==> src/rtl/maze_grid_renderer_pkg.sv <==
// Shared definitions for the maze grid renderer: cell-byte layout, packet fields,
// opcodes, FSM states and the RGB332 palette.
package maze_grid_renderer_pkg;

    localparam int CELL_ROBOT    = 1;
    localparam int CELL_EXPLORED = 2;
    localparam int CELL_TREASURE = 3;
    localparam int CELL_WALL_N   = 4;
    localparam int CELL_WALL_E   = 5;
    localparam int CELL_WALL_S   = 6;
    localparam int CELL_WALL_W   = 7;

    localparam int PKT_COL_LO = 13;
    localparam int PKT_ROW_LO = 11;
    localparam int PKT_OP_LO  = 8;

    typedef enum logic [2:0] {
        OP_WRITE = 3'd0,
        OP_CLEAR = 3'd1,
        OP_MOVE  = 3'd2
    } opcode_t;

    typedef enum logic [1:0] {
        ST_IDLE,
        ST_CLEAR,
        ST_MOVE
    } state_t;

    localparam logic [7:0] COLOR_BLACK   = 8'h00;
    localparam logic [7:0] COLOR_WALL    = 8'b000_000_11;
    localparam logic [7:0] COLOR_ROBOT   = 8'b111_100_00;
    localparam logic [7:0] COLOR_TREASURE= 8'b111_000_11;
    localparam logic [7:0] COLOR_WHITE   = 8'hFF;
    localparam logic [7:0] COLOR_GREY    = 8'b010_010_01;

    // In-grid colour priority: wall, robot (blinking), treasure, explored, empty.
    function automatic logic [7:0] cell_colour(input logic wall_hit, input logic robot,
                                               input logic treasure, input logic explored,
                                               input logic blink_phase);
        logic [7:0] c;
        c = COLOR_GREY;
        if (wall_hit)
            c = COLOR_WALL;
        else if (robot)
            c = blink_phase ? COLOR_WHITE : COLOR_ROBOT;
        else if (treasure)
            c = COLOR_TREASURE;
        else if (explored)
            c = COLOR_WHITE;
        return c;
    endfunction

endpackage

==> src/rtl/maze_grid_renderer_blink.sv <==
// Frame detector and blink-phase generator: a frame starts when the pixel row
// returns from nonzero to zero; the phase toggles every BLINK_FRAMES frames.
module maze_blink_timer #(
    parameter int BLINK_FRAMES = 30
) (
    input  logic       clk,
    input  logic       srst,
    input  logic [9:0] pixel_y,
    output logic       phase
);
    localparam int CNT_W = (BLINK_FRAMES > 1) ? $clog2(BLINK_FRAMES) : 1;

    logic [9:0]       y_prev_reg;
    logic [CNT_W-1:0] frame_cnt_reg;
    logic             phase_reg;
    logic             new_frame;

    assign new_frame = (y_prev_reg != 10'd0) && (pixel_y == 10'd0);
    assign phase     = phase_reg;

    always_ff @(posedge clk) begin
        if (srst) begin
            y_prev_reg    <= '0;
            frame_cnt_reg <= '0;
            phase_reg     <= 1'b0;
        end else begin
            y_prev_reg <= pixel_y;
            if (new_frame) begin
                if (frame_cnt_reg == CNT_W'(BLINK_FRAMES - 1)) begin
                    frame_cnt_reg <= '0;
                    phase_reg     <= ~phase_reg;
                end else begin
                    frame_cnt_reg <= frame_cnt_reg + 1'b1;
                end
            end
        end
    end

endmodule

==> src/rtl/maze_grid_renderer.sv <==
// Maze cell store written by radio packets, plus a two-stage pixel colouriser
// that maps VGA coordinates onto cell fill, wall, treasure and robot colours.
module maze_grid_renderer
    import maze_grid_renderer_pkg::*;
#(
    parameter int GRID_ROWS    = 4,
    parameter int GRID_COLS    = 5,
    parameter int CELL_PX      = 100,
    parameter int WALL_PX      = 4,
    parameter int BLINK_FRAMES = 30
) (
    input  logic        CLK,
    input  logic        RESET,
    input  logic [9:0]  PIXEL_X,
    input  logic [9:0]  PIXEL_Y,
    input  logic [15:0] DATA_IN,
    input  logic        DATA_VAL,
    output logic        BUSY,
    output logic        WR_DROP,
    output logic [7:0]  COLOR_OUT
);
    localparam int N_CELLS = GRID_ROWS * GRID_COLS;
    localparam int ADDR_W  = (N_CELLS > 1) ? $clog2(N_CELLS) : 1;

    logic [7:0] mem [N_CELLS];

    state_t            state_reg, state_next;
    logic [ADDR_W-1:0] idx_reg, idx_next;
    logic [ADDR_W-1:0] target_reg, target_next;
    logic              drop_reg, drop_next;
    logic              mem_we;
    logic [ADDR_W-1:0] mem_waddr;
    logic [7:0]        mem_wdata;

    logic [2:0]        pkt_col;
    logic [1:0]        pkt_row;
    opcode_t           pkt_op;
    logic              pkt_in_range;
    logic [ADDR_W-1:0] pkt_addr;
    logic              sweep_last;

    assign pkt_col      = DATA_IN[PKT_COL_LO +: 3];
    assign pkt_row      = DATA_IN[PKT_ROW_LO +: 2];
    assign pkt_op       = opcode_t'(DATA_IN[PKT_OP_LO +: 3]);
    assign pkt_in_range = (int'(pkt_row) < GRID_ROWS) && (int'(pkt_col) < GRID_COLS);
    assign pkt_addr     = ADDR_W'(int'(pkt_row) * GRID_COLS + int'(pkt_col));
    assign sweep_last   = (idx_reg == ADDR_W'(N_CELLS - 1));

    assign BUSY    = (state_reg != ST_IDLE);
    assign WR_DROP = drop_reg;

    always_comb begin
        state_next  = state_reg;
        idx_next    = idx_reg;
        target_next = target_reg;
        drop_next   = 1'b0;
        mem_we      = 1'b0;
        mem_waddr   = idx_reg;
        mem_wdata   = 8'h00;
        case (state_reg)
            ST_CLEAR, ST_MOVE: begin
                mem_we = 1'b1;
                // MOVE rewrites each cell with the robot bit set only on the target,
                // so the final grid matches clear-all-then-set with one write port.
                if (state_reg == ST_MOVE) begin
                    mem_wdata             = mem[idx_reg];
                    mem_wdata[CELL_ROBOT] = (idx_reg == target_reg);
                end
                drop_next = DATA_VAL;
                if (sweep_last) begin
                    state_next = ST_IDLE;
                    idx_next   = '0;
                end else begin
                    idx_next = idx_reg + 1'b1;
                end
            end
            default: begin
                if (DATA_VAL) begin
                    if (!pkt_in_range) begin
                        drop_next = 1'b1;
                    end else begin
                        case (pkt_op)
                            OP_WRITE: begin
                                mem_we    = 1'b1;
                                mem_waddr = pkt_addr;
                                mem_wdata = DATA_IN[7:0];
                            end
                            OP_CLEAR: begin
                                state_next = ST_CLEAR;
                                idx_next   = '0;
                            end
                            OP_MOVE: begin
                                state_next  = ST_MOVE;
                                idx_next    = '0;
                                target_next = pkt_addr;
                            end
                            default: drop_next = 1'b1;
                        endcase
                    end
                end
            end
        endcase
    end

    always_ff @(posedge CLK) begin
        if (RESET) begin
            state_reg  <= ST_CLEAR;
            idx_reg    <= '0;
            target_reg <= '0;
            drop_reg   <= 1'b0;
        end else begin
            state_reg  <= state_next;
            idx_reg    <= idx_next;
            target_reg <= target_next;
            drop_reg   <= drop_next;
        end
    end

    always_ff @(posedge CLK) begin
        if (mem_we && !RESET)
            mem[mem_waddr] <= mem_wdata;
    end

    logic [2:0] s1_col_reg;
    logic [1:0] s1_row_reg;
    logic [9:0] s1_offx_reg, s1_offy_reg;
    logic       s1_oog_reg;
    logic       blink_phase;

    always_ff @(posedge CLK) begin
        if (RESET) begin
            s1_col_reg  <= '0;
            s1_row_reg  <= '0;
            s1_offx_reg <= '0;
            s1_offy_reg <= '0;
            s1_oog_reg  <= 1'b1;
        end else begin
            s1_col_reg  <= 3'(PIXEL_X / 10'(CELL_PX));
            s1_row_reg  <= 2'(PIXEL_Y / 10'(CELL_PX));
            s1_offx_reg <= PIXEL_X % 10'(CELL_PX);
            s1_offy_reg <= PIXEL_Y % 10'(CELL_PX);
            s1_oog_reg  <= (int'(PIXEL_X) >= GRID_COLS * CELL_PX) ||
                           (int'(PIXEL_Y) >= GRID_ROWS * CELL_PX);
        end
    end

    logic [ADDR_W-1:0] rd_addr;
    logic              wall_hit;

    assign rd_addr  = s1_oog_reg ? '0 : ADDR_W'(int'(s1_row_reg) * GRID_COLS + int'(s1_col_reg));
    assign wall_hit = (mem[rd_addr][CELL_WALL_N] && (s1_offy_reg <  10'(WALL_PX))) ||
                      (mem[rd_addr][CELL_WALL_W] && (s1_offx_reg <  10'(WALL_PX))) ||
                      (mem[rd_addr][CELL_WALL_S] && (s1_offy_reg >= 10'(CELL_PX - WALL_PX))) ||
                      (mem[rd_addr][CELL_WALL_E] && (s1_offx_reg >= 10'(CELL_PX - WALL_PX)));

    always_ff @(posedge CLK) begin
        if (RESET)
            COLOR_OUT <= COLOR_BLACK;
        else if (s1_oog_reg)
            COLOR_OUT <= COLOR_BLACK;
        else
            COLOR_OUT <= cell_colour(wall_hit, mem[rd_addr][CELL_ROBOT],
                                     mem[rd_addr][CELL_TREASURE],
                                     mem[rd_addr][CELL_EXPLORED], blink_phase);
    end

    maze_blink_timer #(
        .BLINK_FRAMES(BLINK_FRAMES)
    ) u_blink (
        .clk     (CLK),
        .srst    (RESET),
        .pixel_y (PIXEL_Y),
        .phase   (blink_phase)
    );

endmodule

==> config.mk <==
export PLATFORM = sky130hd
export DESIGN_NAME = maze_grid_renderer
export DESIGN_NICKNAME = d
export VERILOG_FILES = /design/src/rtl/maze_grid_renderer_pkg.sv /design/src/rtl/maze_grid_renderer_blink.sv /design/src/rtl/maze_grid_renderer.sv
export SDC_FILE = /design/constraint.sdc
export NUM_CORES = 1
export LEC_CHECK = 0
export BUFFER_PORTS_ARGS = -buffer_cell sky130_fd_sc_hd__buf_2
export CORE_MARGIN = 4
export CORE_UTILIZATION = 40
export CTS_BUF_LIST = sky130_fd_sc_hd__clkbuf_2
export DETAILED_ROUTE_END_ITERATION = 6
export PLACE_DENSITY_LB_ADDON = 0.25
export RECOVER_POWER = 25
export SLEW_MARGIN = 20
export SYNTH_ARGS = -nofsm -noshare
export SYNTH_HDL_FRONTEND = slang
export SYNTH_SLANG_ARGS = --single-unit
==> constraint.sdc <==
create_clock -name CLK -period 5.4 [get_ports CLK]
set_clock_uncertainty 0.2 [all_clocks]
set_input_delay 1.35 -clock CLK [delete_from_list [all_inputs] [get_ports CLK]]
set_output_delay 1.35 -clock CLK [all_outputs]
set_load 0.01 [all_outputs]
==> results.tsv <==
metric	value	unit
Most Crowded Layer GR	met2	
Final HPWL DP	18.5	mm
Ys Warns	0	
CP delay by family, top	simple AND/OR/NAND/NOR gates	
critical path fanouts, max	5	
CTS root buffer	clkbuf_2	
Synth Flop Type	edfxtp_1	
failing checks	capacitance limit, slew limit	
fin. max-slew vios	93	
Post-CTS Setup Bufs	0	
Antenna Nets Post-Route	0	
FMAX	220	MHz
final net count	1007	
commonest non-fill, non-tap cell in the layout	edfxtp_1	
Die Span X	170	um
Vias	7577	
core box area	26000	um^2
Layout area overhead	10.1	%
slowest CP cell	nor2b_1	
Post-Layout Cell Count	1326	
I/O pins	49	
Fin. Hold Viols	0	
CP arrival	5.08	ns
M2 GR Usage	0.309	
share of cells above drive strength 1	0.209	
Vias/cell	5.71	
status	finished with violations	
num rows	59	
initial core utilization	0.405	
largest net degree at the start of global routing	46	
Power Density	315	nW/um^2
routability congestion estimate	0.875	
global route overflow	0	
Cells after Synth	883	
worst-skew pair later-pin latency	0.81	ns
first-pass GRT wire length	42.1	mm
initial antenna violation count	1	
CP Cell Sequence	ha_1 > ha_1 > fa_1 > nor2b_1 > mux2i_1 > a22oi_1 > mux4_2 > a31oi_1 > a21oi_1 > a311oi_1 > nor3b_1 > nor3b_1	
final wirelength	26.8	mm
Port Buffers	45	
Total Routing Usage GR	0.186	
FF-to-FF Start	s1_row_reg[1]	
slew margin rel.	-0.752	
most frequent cells in the layout	140 x edfxtp_1, 100 x nor2_1, 80 x clkbuf_2, 63 x dfxtp_1, 52 x mux4_2	
RSZ-0062 raised after global routing	no	
Slew @ Worst Pin	2.61	ns
largest cells by area after synthesis	edfxtp_1 40%, dfxtp_1 12%, mux4_2 11%, nor2_1 3.6%, mux2i_1 3.0%	
Sink Count	203	
Starting DRT DRC Count	588	
CP bufs+invs	0	
launch point of the worst path	s1_row_reg[1]	
max FFs per register	140	
drt drc	0	
min cycle time layout	4.54	ns
WL/cell	20.2	um
xor and xnor fraction of the mapped netlist area	0.0191	
# hold bufs at CTS	0	
dpl cells	1230	
vias in the first global route	7553	
Synth Area in Compound Gates	0.139	
CTS tree	done	
Pre-antenna DRT Iters	5	
Synth area leader	edfxtp_1	
CP peak stage delay	0.60	ns
crit share post-route	0.841	
leakage	4.28	nW
Yosys reg bits	203	
mapped cell area	10500	um^2
CTS Buffer Depth	3	
H-tree depth	2	
synth unique cells	79	
Hold Path Class	reg -> reg	
post_cts resized	0	
post-synthesis async set-or-reset flop share	0	
MaxCap Viol Count	3	
CP Class	reg -> reg	
simple-gate share of the synthesized area	0.121	
Avg Cell Area, Syn	11.9	um^2
Setup TNS Final	0	ns
Seq/Total Area, Yosys	0.520	
GR Layer Usage met3	0.0283	
met1 global-route usage	0.258	
Post-Synth Adder-Cell Area	0.0240	
area of the die	29000	um^2
Hold Path Origin	state_reg[0]	
Peak VDD IR	0.000128	V
largest family of logic cells by synthesized area	multiplexers	
top cell type's share of synthesized area	0.400	
fraction of synthesized area in multiplexers	0.148	
CP Launch Type	register	
EDFF count, synth	140	
CTS clk-pin slew, worst paths	0.11	ns
Critical Path RT	5.94	ns
final setup violation count	0	
chip height	170	um
TritonCTS Buffers	52	
kind of end point of the critical path	register	
cells by family after synthesis:
group           count (synthesis)
mux                            90
compound gates                206
fa+ha+maj                      19
flops                         203
buf+inv                        80
other cells                     1
xor+xnor                       23
simple gates                  261
metal layers:
metal | vias to the layer above | part of all wire
met5 | - | 0
met4 | 0 | 0.019
met3 | 44 | 0.059
met2 | 231 | 0.48
met1 | 3728 | 0.44
li1 | 3574 | -
synthesized netlist by cell type (all sizes together), types with 10 or more instances:
| master | n |
|---|---|
| a211oi | 10 |
| a21oi | 40 |
| a22oi | 10 |
| a31oi | 11 |
| buf | 13 |
| clkbuf | 47 |
| dfxtp | 63 |
| edfxtp | 140 |
| ha | 17 |
| inv | 20 |
| mux2i | 32 |
| mux4 | 52 |
| nand2 | 47 |
| nand2b | 25 |
| nand3 | 13 |
| nor2 | 100 |
| nor2b | 14 |
| o21ai | 36 |
| or3 | 13 |
| xnor2 | 12 |
| xor2 | 11 |
report_power, final:
part,internal [mW],switching [mW],leakage [nW]
registers,1.71,0.0827,2.00
logic,0.364,0.445,1.90
clock network,0.441,0.603,0.378
total,2.51,1.13,4.28
stage by stage:
step / area [um^2] / util / power (mW) / worst slack [ns] / hold slack, ns
3_3_place_gp: 11100 / 0.429 / 2.64 / 0.780 / 0.247
2_1_floorplan: 10500 / - / 2.40 / 1.04 / 0.236
6_report: 11600 / 0.446 / 3.64 / 0.857 / 0.274
4_1_cts: 11600 / 0.448 / 3.69 / 0.853 / 0.279
3_5_place_dp: 11100 / 0.429 / 2.64 / 0.777 / 0.255
5_1_grt: 11600 / 0.446 / 3.86 / 0.598 / 0.309
worst paths after layout:
path                       end  cells after the start  slack (ns)
hold / removal    state_reg[0]                      1        0.27
setup reg to reg  COLOR_OUT[3]                     12        0.86
hold reg to reg   state_reg[0]                      1        0.27
setup / recovery  COLOR_OUT[3]                     12        0.86
layout make-up:
type                            instances  area [um^2]
Antenna cell                            1         2.50
Multi-Input combinational cell        605         4770
Timing Repair Buffer                   67          364
Clock buffer                           80          400
Clock inverter                         15         86.3
Fill cell                            2511        14400
Sequential cell                       203         5470
Tap cell                              335          419
Inverter                               20         75.1
No activity file was read; power rests on OpenSTA's default activity.
